===== config.mk =====
export PLATFORM = sky130hd
export DESIGN_NAME = uart_rx
export DESIGN_NICKNAME = d
export VERILOG_FILES = /design/src/rtl/uart_pkg.sv /design/src/rtl/sync_2ff.sv /design/src/rtl/uart_rx.sv
export SDC_FILE = /design/constraint.sdc
export NUM_CORES = 1
export LEC_CHECK = 0
export CAP_MARGIN = 20
export CORE_MARGIN = 8
export CORE_UTILIZATION = 52
export DETAILED_ROUTE_END_ITERATION = 10
export PLACE_DENSITY = 0.75
export SETUP_SLACK_MARGIN = 0.3
export SYNTH_ARGS = -nofsm -noshare
export SYNTH_HDL_FRONTEND = slang
export SYNTH_HIERARCHICAL = 1
export SYNTH_SLANG_ARGS = --single-unit

===== constraint.sdc =====
create_clock -name clk_i -period 2 [get_ports clk_i]
set_clock_uncertainty 0.05 [all_clocks]
set_input_delay 0.6 -clock clk_i [delete_from_list [all_inputs] [get_ports clk_i]]
set_output_delay 0.6 -clock clk_i [all_outputs]
set_load 0.03 [all_outputs]

===== src/rtl/uart_pkg.sv =====
// uart_pkg: definitions shared by the UART receiver files.
//   uart_state_e : receiver frame-sequencing states.
package uart_pkg;

  typedef enum logic [1:0] {
    ST_IDLE  = 2'd0,
    ST_START = 2'd1,
    ST_DATA  = 2'd2,
    ST_STOP  = 2'd3
  } uart_state_e;

endpackage : uart_pkg


===== src/rtl/sync_2ff.sv =====
// sync_2ff: generic two-flop synchronizer for a single-bit asynchronous input.
// Ports:
//   clk_i : destination clock
//   rst_i : asynchronous reset, active low (both flops load RST_VAL)
//   d_i   : asynchronous input
//   q_o   : synchronized output (two clk_i cycles of latency)
module sync_2ff #(
  parameter logic RST_VAL = 1'b0
) (
  input  logic clk_i,
  input  logic rst_i,
  input  logic d_i,
  output logic q_o
);

  logic meta_q;
  logic sync_q;

  always_ff @(posedge clk_i or negedge rst_i) begin
    if (!rst_i) begin
      meta_q <= RST_VAL;
      sync_q <= RST_VAL;
    end else begin
      meta_q <= d_i;
      sync_q <= meta_q;
    end
  end

  assign q_o = sync_q;

endmodule : sync_2ff


===== src/rtl/uart_rx.sv =====
// uart_rx: 8N1-style UART receiver with centre sampling, framing-error and
// overflow reporting toward a ready/write FIFO interface.
// Ports:
//   clk_i     : system clock, rising edge
//   rst_i     : asynchronous reset, active low
//   rx_i      : serial line, idle high, asynchronous to clk_i
//   wr_rdy_i  : downstream FIFO can accept a word
//   wr_o      : one-cycle write strobe, data_o valid in the same cycle
//   data_o    : last successfully received word (LSb = first bit on the line)
//   frm_err_o : one-cycle pulse, a stop bit was sampled low
//   ovf_o     : one-cycle pulse, good frame dropped because wr_rdy_i was low
module uart_rx
  import uart_pkg::*;
#(
  parameter int  DATA_W    = 8,
  parameter int  STOP_BITS = 1,
  parameter real CLK_HZ    = 160000000.0,
  parameter real BAUD_HZ   = 115200.0
) (
  input  logic              clk_i,
  input  logic              rst_i,
  input  logic              rx_i,
  input  logic              wr_rdy_i,
  output logic              wr_o,
  output logic [DATA_W-1:0] data_o,
  output logic              frm_err_o,
  output logic              ovf_o
);

  // int'() of a real rounds to nearest.
  localparam int BIT_CNT  = int'(CLK_HZ / BAUD_HZ);
  localparam int HALF_CNT = BIT_CNT / 2;
  localparam int CNT_W    = $clog2(BIT_CNT + 1);
  localparam int IDX_W    = $clog2(DATA_W + STOP_BITS + 1);

  logic rx_sync;
  logic hist_q;
  logic [1:0] prime_q;
  logic armed_q;
  logic start_edge;
  logic expired;
  logic stop_err;

  uart_state_e       state_q, state_d;
  logic [CNT_W-1:0]  cnt_q, cnt_d;
  logic [IDX_W-1:0]  idx_q, idx_d;
  logic [DATA_W-1:0] shreg_q, shreg_d;
  logic [DATA_W-1:0] data_q, data_d;
  logic              err_q, err_d;
  logic              wr_q, wr_d;
  logic              frm_q, frm_d;
  logic              ovf_q, ovf_d;

  sync_2ff #(.RST_VAL(1'b1)) u_sync (
    .clk_i (clk_i),
    .rst_i (rst_i),
    .d_i   (rx_i),
    .q_o   (rx_sync)
  );

  // The synchronizer and history flop come out of reset high, so a line that
  // is already low at release would look like a falling edge. prime_q waits
  // until the synchronizer carries real line data; armed_q then requires the
  // line to have been seen high before any edge is believed.
  always_ff @(posedge clk_i or negedge rst_i) begin
    if (!rst_i) begin
      hist_q  <= 1'b1;
      prime_q <= 2'b00;
      armed_q <= 1'b0;
    end else begin
      hist_q  <= rx_sync;
      prime_q <= {prime_q[0], 1'b1};
      armed_q <= armed_q | (prime_q[1] & rx_sync);
    end
  end

  assign start_edge = armed_q & hist_q & ~rx_sync;
  assign expired    = (cnt_q == '0);
  assign stop_err   = err_q | ~rx_sync;

  always_comb begin
    state_d = state_q;
    cnt_d   = cnt_q;
    idx_d   = idx_q;
    shreg_d = shreg_q;
    err_d   = err_q;
    data_d  = data_q;
    wr_d    = 1'b0;
    frm_d   = 1'b0;
    ovf_d   = 1'b0;
    unique case (state_q)
      ST_IDLE: begin
        if (start_edge) begin
          cnt_d   = CNT_W'(HALF_CNT - 1);
          state_d = ST_START;
        end
      end
      ST_START: begin
        if (!expired) begin
          cnt_d = cnt_q - CNT_W'(1);
        end else if (!rx_sync) begin
          cnt_d   = CNT_W'(BIT_CNT - 1);
          idx_d   = '0;
          state_d = ST_DATA;
        end else begin
          state_d = ST_IDLE; // start bit gone by mid-bit: glitch
        end
      end
      ST_DATA: begin
        if (!expired) begin
          cnt_d = cnt_q - CNT_W'(1);
        end else begin
          shreg_d = {rx_sync, shreg_q[DATA_W-1:1]};
          cnt_d   = CNT_W'(BIT_CNT - 1);
          if (idx_q == IDX_W'(DATA_W - 1)) begin
            idx_d   = '0;
            err_d   = 1'b0;
            state_d = ST_STOP;
          end else begin
            idx_d = idx_q + IDX_W'(1);
          end
        end
      end
      ST_STOP: begin
        if (!expired) begin
          cnt_d = cnt_q - CNT_W'(1);
        end else if (idx_q == IDX_W'(STOP_BITS - 1)) begin
          // Outputs are registered here, so they pulse in the first IDLE
          // cycle, while IDLE can already catch a back-to-back start edge.
          err_d   = stop_err;
          state_d = ST_IDLE;
          if (stop_err) begin
            frm_d = 1'b1;
          end else if (wr_rdy_i) begin
            wr_d   = 1'b1;
            data_d = shreg_q;
          end else begin
            ovf_d = 1'b1;
          end
        end else begin
          err_d = stop_err;
          cnt_d = CNT_W'(BIT_CNT - 1);
          idx_d = idx_q + IDX_W'(1);
        end
      end
      default: state_d = ST_IDLE;
    endcase
  end

  always_ff @(posedge clk_i or negedge rst_i) begin
    if (!rst_i) begin
      state_q <= ST_IDLE;
      cnt_q   <= '0;
      idx_q   <= '0;
      shreg_q <= '0;
      data_q  <= '0;
      err_q   <= 1'b0;
      wr_q    <= 1'b0;
      frm_q   <= 1'b0;
      ovf_q   <= 1'b0;
    end else begin
      state_q <= state_d;
      cnt_q   <= cnt_d;
      idx_q   <= idx_d;
      shreg_q <= shreg_d;
      data_q  <= data_d;
      err_q   <= err_d;
      wr_q    <= wr_d;
      frm_q   <= frm_d;
      ovf_q   <= ovf_d;
    end
  end

  assign wr_o      = wr_q;
  assign data_o    = data_q;
  assign frm_err_o = frm_q;
  assign ovf_o     = ovf_q;

endmodule : uart_rx


==> impl_metrics.ini, run 1 <==
[setup_path]
cp_slowest_stage_delay_ps = 400
critPathArrivalTime_ps = 2070
cp-end-kind = register
critPathSlowestCell = dfrtp_1
cp-start-kind = register
r2r_cells = 7
path_cells = inv_2 -> ha_4 -> and4bb_2 -> nand2_2 -> or3_4 -> buf_6 -> mux2_4
worstPathRequired_ps = 2130
path_buf_inv = 2
cp_num_cells = 7
cp_top_family = simple AND/OR/NAND/NOR gates
critical_path_class = register to register
crit_fanout = 5

[placed_design]
dp_slack_ps = -187
portBuffers = 14
dp.cells = 263
dp_hpwl_mm = 3.25
globalplace.congestion = 0.890

[pwr]
power.leakage_nw = 1.39
internal_power_mw = 1.85
power.switching_mw = 1.01
p_sw_share_pct = 35.3
p_clk_share_pct = 20.3
power_density_mw_per_mm2 = 950
vdd_ir_drop_max_v = 0.000521
seq_power_share_pct = 38.5
combPwrFrac_pct = 41.3

[detailed_routing]
ant_nets = 0
vias = 1763
firstDrtPassIters = 4
wl_per_cell_um = 17.7
drc = 0
drtIter0Drc = 194
via_per_inst = 5.88
drt_wl_total_mm = 5.30

[global_routing]
overflow = 0
grt_usage_pct = 17.0
antenna_found_initial = 0
grt_pass1_vias = 1767
grt_pass1_wl_mm = 8.58
grt_max_degree = 26

[clock_network]
cts_tree = yes
clock-sinks = 43
cts_buffer_depth = 2
clkTransAtPathRegs_ps = 90
numCtsBuffers = 5
postCtsHoldBufs = 0
ctsHtreeMaxLevel = 2
clkLatencyLatePin_ps = 290
cts-root-buf = clkbuf_8

[finish]
synthToLayoutAreaGrowth_pct = 41.8
drive_above_1_share_pct = 48.4
stdcell_count = 300
n_antenna_cell = 0
nNetsFinal = 257

[die]
std_cell_rows = 23
core_area_sq_mm = 0.00397
start_util_pct = 53.3
die_area_sq_mm = 0.00637
die_w_um = 79.8
die_height_um = 79.8
ios = 15

[logic_synthesis]
synth_common_cells = 40 x dfrtp_1, 10 x nand2_1, 9 x inv_1, 9 x o21ai_0
yosysTopAreaCell = dfrtp_1
synth_edf_count = 0
synth_seq_cells = 43
yosys.area.top_type_share_pct = 47.3
syn_area_sq_mm = 0.00212
synth_nets = 191
synthCells = 183
yosys-top-cells-area = dfrtp_1 47%, mux2_4 5.7%, mux2_2 4.3%
ys_async_sr_fraction_pct = 100
yosysSeqAreaShare_pct = 51.0
ys_types = 52
syn_avg_cell_area_sq_um = 11.6
synth_most_common_cell = dfrtp_1
synth-main-ff-cell = dfrtp_1
ys.warnings.count = 6

[timing]
max_freq_ghz = 0.514
fin_crit_ps = 1940
hold_viol = 0
setup_viol = 0
min_period_over_period_pct = 97.2
drv_slew = 0
rsz0062_at_grt = true
setup_slack_ps = 55.7

[run_status]
outcome = completed

[run]
maxCapViolCount = 0

[worst_hold_path]
holdCritPathClass = input port to async pin
power groups by stage:
stage | clock network [mW] | logic, mW | registers [mW]
6_report | 0.579 | 1.18 | 1.10
4_1_cts | 0.600 | 1.02 | 1.09
3_5_place_dp | 0 | 0.839 | 1.12
5_1_grt | 0.638 | 1.26 | 1.11
2_1_floorplan | 0 | 0.519 | 1.11
3_3_place_gp | 0 | 0.809 | 1.12
cell type report:
class,count,area [sq um]
Clock buffer,6,82.6
Clock inverter,2,16.3
Fill cell,237,968
Inverter,9,33.8
Multi-Input combinational cell,123,1100
Sequential cell,43,1080
Tap cell,50,62.6
Timing Repair Buffer,67,622
final timing paths:
kind | startpoint | to | slack, ps
max in group asynchronous | rst_i | u_sync/meta_q | 1120
worst min-delay path | rst_i | idx_q[1] | 200
worst max register to register | idx_q[0] | data_o[2] | 60
worst min register to register | prime_q[0] | prime_q[1] | 300
worst max-delay path | idx_q[0] | data_o[2] | 60
min in group clk_i | prime_q[0] | prime_q[1] | 300
routing by layer:
metal,vias to the layer above,GRT usage [%],share of wire (%)
li1,824,-,-
met1,872,20.9,42
met2,59,27.3,51
met3,8,4.50,6.1
met4,0,7.82,1.2
met5,-,0,0
timing repair:
action	CTS	global route
cloned	2	0
setup buffers	17	10
endpoints found under the setup margin	43	38
pin swaps	12	15
resized for setup	55	23
endpoints found under the hold margin	0	0
registers in the layout (all words and copies together) (netlist names), 2 cells and up, named ones only:
| name | count |
|---|---|
| shreg_q | 8 |
| idx_q | 4 |
| data_o | 8 |
| prime_q | 2 |
| cnt_q | 11 |
metrics by stage:
step	power (mW)	cell area, sq um	utilization (%)	setup TNS [ps]	hold slack (ps)
detailed placement	1.96	2500	62.9	-1430	286
global route	3.01	3000	75.6	0	224
floorplan	1.63	2140	-	0	254
global placement	1.93	2500	62.9	-1500	282
CTS	2.71	2880	72.5	0	201
finish	2.85	3000	75.6	0	196
cells in the final DEF (no fill, tap or decap), types with 4 or more instances in the layout:
master           instances
dfrtp_1                 37
a21oi_1                  5
inv_1                    5
buf_4                   36
mux2_2                   8
nor3_1                   4
clkbuf_8                 6
o21ai_0                  6
buf_6                   13
nor2_1                   6
inv_2                    4
a31oi_1                  6
clkdlybuf4s15_2          4
mux2_4                   8
nand4_1                  5
clkbuf_2                 4
nand3_1                  4
nand2_1                  9
kinds of logic (layout without fill, tap and decap cells):
kind of cell / after synthesis / count (layout) / share of synthesized area, %
fa+ha+maj: 4 / 4 / 2.36
other cells: 1 / 1 / 0.177
mux: 18 / 18 / 10.9
buf+inv: 17 / 84 / 3.90
compound gates: 45 / 45 / 14.8
flops: 43 / 43 / 51.0
simple gates: 55 / 55 / 16.9
No activity file was read; power rests on OpenSTA's default activity.
==> run 2: changes to the inputs <==
- CORE_MARGIN: 8 -> 2
- CORE_UTILIZATION: 52 -> 62
- PLACE_DENSITY: 0.75 -> 0.83
- SETUP_SLACK_MARGIN: 0.3 -> 0.5
- clock period: 2 -> 2.3 ns (I/O delays scaled with it)
==> run 2 against run 1 <==
Sequential power down 9.9%. Clock-buffer cell count is 1 lower. Register-to-register slack improved by 250 ps. Final area shrank 13%. Utilization increased by 2.9 points. Critical path depth did not move. Via count down 2.6%. Global-route usage grew 11 points. Critical path type unchanged. Largest cell class is now sequential cells.
==> impl_metrics.ini, run 2 (synthesis results as in run 1) <==
[global_routing]
grt_pass1_wl_mm = 8.50
overflow = 0
antenna_found_initial = 0
grt_max_degree = 36
grt_pass1_vias = 1731
grt_usage_pct = 27.7

[finish]
final_cell_mix = 36 x dfrtp_1, 28 x buf_4, 12 x buf_2
fillCellCount = 205
final_common_cell = dfrtp_1
design_area_sq_mm = 0.00260
n_antenna_cell = 0
nNetsFinal = 234
regMostFlops = cnt_q
synthToLayoutAreaGrowth_pct = 22.7
drive_above_1_share_pct = 42.3
largest_register_ffs = 11

[setup_path]
cp-end-kind = register
critPathArrivalTime_ps = 2210
cp-start-kind = register
crit_fanout = 5
critical_path_class = register to register
reg2reg_slack_ps = 300
worstPathRequired_ps = 2510

[timing]
rsz0062_at_grt = true
min_period_over_period_pct = 86.8
fin_crit_ps = 2000
setup_slack_ps = 305
hold_viol = 0
drv_slew = 0
max_freq_ghz = 0.501
fin_setup_tns_ps = 0
slew-limit-headroom_pct = 49.3
setup_viol = 0
worstMarginPinSlew_ps = 761

[detailed_routing]
drtIter0Drc = 139
drc = 0
vias = 1717
ant_nets = 0
drt_wl_total_mm = 5.17
via_per_inst = 6.29
firstDrtPassIters = 4
wl_per_cell_um = 19.0

[clock_network]
ctsHtreeMaxLevel = 2
cts_tree = yes
clkLatencyLatePin_ps = 380
clock-sinks = 43
cts_buffer_depth = 2
clkTransAtPathRegs_ps = 150
cts-root-buf = clkbuf_4
numCtsBuffers = 5

[die]
ios = 15
die_height_um = 62.5
die_area_sq_mm = 0.00390
core_area_sq_mm = 0.00331
std_cell_rows = 21
die_w_um = 62.5
start_util_pct = 64.0

[pwr]
power_density_mw_per_mm2 = 834
power.leakage_nw = 1.23
vdd_ir_drop_max_v = 0.000646

[run]
maxCapViolCount = 0

[placed_design]
globalplace.congestion = 0.871
dp_hpwl_mm = 3.01
portBuffers = 14
placed_area_sq_mm = 0.00233
dp_slack_ps = 43.5

[worst_hold_path]
holdCritPathClass = input port to async pin

[run_status]
outcome = completed
run 2: cell count changes in the layout (fill, tap and decap cells not counted), sizes merged:
cell / previous run / this run
dlygate4sd2: 2 / 0
clkbuf: 10 / 5
buf: 54 / 42
clkinv: 1 / 2
clkdlybuf4s15: 5 / 0
run 2: worst paths after layout:
check,start,to,depth (start not counted)
setup / recovery,idx_q[0],data_o[4],7
hold / removal,rst_i,idx_q[3],1
setup reg to reg,idx_q[0],data_o[4],7
hold reg to reg,prime_q[0],prime_q[1],0
max in group asynchronous,rst_i,cnt_q[5],2
min in group clk_i,prime_q[0],prime_q[1],0
run 2: through the flow:
step	utilization (%)	hold slack, ps	std cells	power [mW]
5_1_grt	78.5	323	273	2.29
2_1_floorplan	-	281	183	1.41
3_5_place_dp	70.5	291	243	1.57
6_report	78.5	304	273	2.17
4_1_cts	76.4	320	268	2.07
3_3_place_gp	70.5	283	243	1.53
run 2: layer usage:
layer / vias to the layer above / GRT usage (%) / share of wire (%)
li1: 769 / - / -
met1: 860 / 37.1 / 40
met2: 72 / 44.9 / 52
met3: 16 / 6.67 / 5.7
met4: 0 / 9.17 / 2.5
met5: - / 0 / 0
run 2: layout make-up:
class | instances | area, sq um | share of cell area, %
clock buffer | 5 | 37.5 | 1.44
clock inverter | 3 | 25.0 | 0.962
inverter | 9 | 33.8 | 1.30
multi-input combinational | 123 | 1050 | 40.3
sequential | 43 | 1080 | 41.7
tap | 46 | 57.6 | 2.21
timing repair buffer | 44 | 313 | 12.0
run 2: report_power, final:
part           leakage, nW  total (mW)  internal [mW]  switching (mW)
Sequential           0.542       0.991          0.853           0.138
Combinational        0.652       0.779          0.362           0.417
Clock               0.0314       0.398          0.123           0.275
Total                 1.23        2.17           1.34           0.830
run 2: critical path, cell delays in order (launching register included):
cell,delay [ps]
dfrtp_1,440
inv_2,90
ha_4,120
and4bb_2,280
nand2_2,70
or3_4,390
buf_6,150
mux2_4,290
run 2: timing repair:
action	4_1_cts	5_1_grt
pin swaps	5	4
hold buffers	0	0
cloned	1	0
gates resized for setup	61	20
endpoints found under the setup margin	42	36
setup buffers	16	5
==> run 3: changes to the inputs <==
==> constraint.sdc (replaced) <==
create_clock -name clk_i -period 2.5 [get_ports clk_i]
set_clock_uncertainty 0.05 [all_clocks]
set_input_delay 0.25 -clock clk_i [delete_from_list [all_inputs] [get_ports clk_i]]
set_output_delay 0.25 -clock clk_i [all_outputs]
set_load 0.03 [all_outputs]
==> run 3 against run 2 <==
Worst setup slack better by 180 ps. Sequential power is 6.8% lower. Wire length is 1.6% lower. First-iteration DRC count is 32% higher. Worst hold slack worse by 59 ps. Final area is 0.48% lower. Clock power is 13% higher. Combinational power is 16% lower. Clock-buffer cell count stayed put. Via count is 1.6% higher.
==> impl_metrics.ini, run 3 (synthesis results as in run 1) <==
[setup_path]
r2r_cells = 5
critPathArrivalTime_ps = 2200
cp-end-kind = register
path_cells = nor4_4 -> buf_4 -> nand3_4 -> or3_4 -> mux2_4
critical_path_class = register to register
cp_slowest_stage_delay_ps = 480
critPathSlowestCell = dfrtp_1
worstPathRequired_ps = 2690
cp-start-kind = register
crit_fanout = 6

[die]
die_height_um = 62.5
start_util_pct = 64.0
core_area_sq_mm = 0.00331
die_area_sq_mm = 0.00390
std_cell_rows = 21
die_w_um = 62.5
ios = 15

[finish]
synthToLayoutAreaGrowth_pct = 22.1
drive_above_1_share_pct = 33.0
largest_register_ffs = 11
regMostFlops = cnt_q
n_antenna_cell = 0
final_cell_mix = 38 x dfrtp_1, 20 x buf_4, 13 x clkdlybuf4s50_1
nNetsFinal = 228
final_common_cell = dfrtp_1
design_area_sq_mm = 0.00259

[detailed_routing]
firstDrtPassIters = 5
vias = 1744
drt_wl_total_mm = 5.09
wl_per_cell_um = 19.1
ant_nets = 0
drc = 0
via_per_inst = 6.53
drtIter0Drc = 183

[timing]
worstMarginPinSlew_ps = 946
fin_setup_tns_ps = 0
fin_crit_ps = 2010
slew-limit-headroom_pct = 36.9
hold_viol = 0
min_period_over_period_pct = 80.5
drv_slew = 0
rsz0062_at_grt = true
setup_viol = 0
max_freq_ghz = 0.497

[clock_network]
cts-root-buf = clkbuf_4
ctsHtreeMaxLevel = 2
cts_tree = yes
clkLatencyLatePin_ps = 360
numCtsBuffers = 5
clock-sinks = 43
clkTransAtPathRegs_ps = 140
cts_buffer_depth = 2

[global_routing]
grt_pass1_wl_mm = 8.00
grt_max_degree = 44
overflow = 0
antenna_found_initial = 0
grt_pass1_vias = 1652
grt_usage_pct = 26.5

[placed_design]
dp_hpwl_mm = 2.96
portBuffers = 14
placed_area_sq_mm = 0.00231
globalplace.congestion = 0.858

[run]
maxCapViolCount = 0

[worst_hold_path]
worst_hold_path.num_cells = 1
holdCritPathClass = input port to register

[pwr]
power_density_mw_per_mm2 = 785
power.leakage_nw = 1.17
vdd_ir_drop_max_v = 0.000722
finalPower_mw = 2.03

[run_status]
outcome = completed
-- run 3: where the power goes --
group	leakage, nW	internal [mW]	switching [mW]
logic	0.577	0.296	0.362
clock network	0.0452	0.211	0.237
registers	0.543	0.781	0.143
total	1.17	1.29	0.742
-- run 3: repair_timing --
| item | in CTS | in global routing |
|---|---|---|
| hold endpoints to repair | 14 | 0 |
| setup endpoints to repair | 20 | 22 |
| pin swaps | 3 | 4 |
| cloned | 1 | 0 |
| gates resized for setup | 6 | 13 |
| buffers inserted | 5 | 12 |
| hold buffers | 1 | 0 |
-- run 3: layout make-up --
cell class                      instances  area (sq um)
Timing Repair Buffer                   37           322
Inverter                                9          33.8
Sequential cell                        43          1080
Fill cell                             209           723
Multi-Input combinational cell        124          1010
Tap cell                               46          57.6
Clock inverter                          3          43.8
Clock buffer                            5          37.5
-- run 3: critical path: cells and delay by family (launching register included) --
kind,cells,cell delay (ps)
flops,1,480
mux,1,310
simple gates,3,860
buf+inv,1,180
-- run 3: through the flow --
step	cells	hold WS [ps]	utilization [%]	setup slack, ps
finish	267	245	78.2	488
global route	267	228	78.2	460
CTS	255	240	74.6	508
detailed placement	240	293	69.7	227
global placement	240	290	69.7	312
floorplan	183	-95.6	-	502
-- run 3: path summary, 6_finish.rpt --
kind / from / end / slack [ps]
max: cnt_q[3] / data_o[4] / 490
min: rx_i / u_sync/meta_q / 250
max reg2reg: cnt_q[3] / data_o[4] / 490
min reg2reg: u_sync/meta_q / u_sync/q_o / 310
max in group asynchronous: rst_i / cnt_q[2] / 1240
min in group asynchronous: rst_i / cnt_q[3] / 500
-- run 3: layer usage --
| metal | GRT usage (%) | routed length (um) |
|---|---|---|
| met1 | 34.6 | 2070 |
| met2 | 44.0 | 2480 |
| met3 | 5.59 | 364 |
| met4 | 9.44 | 179 |
| met5 | 0 | 0 |
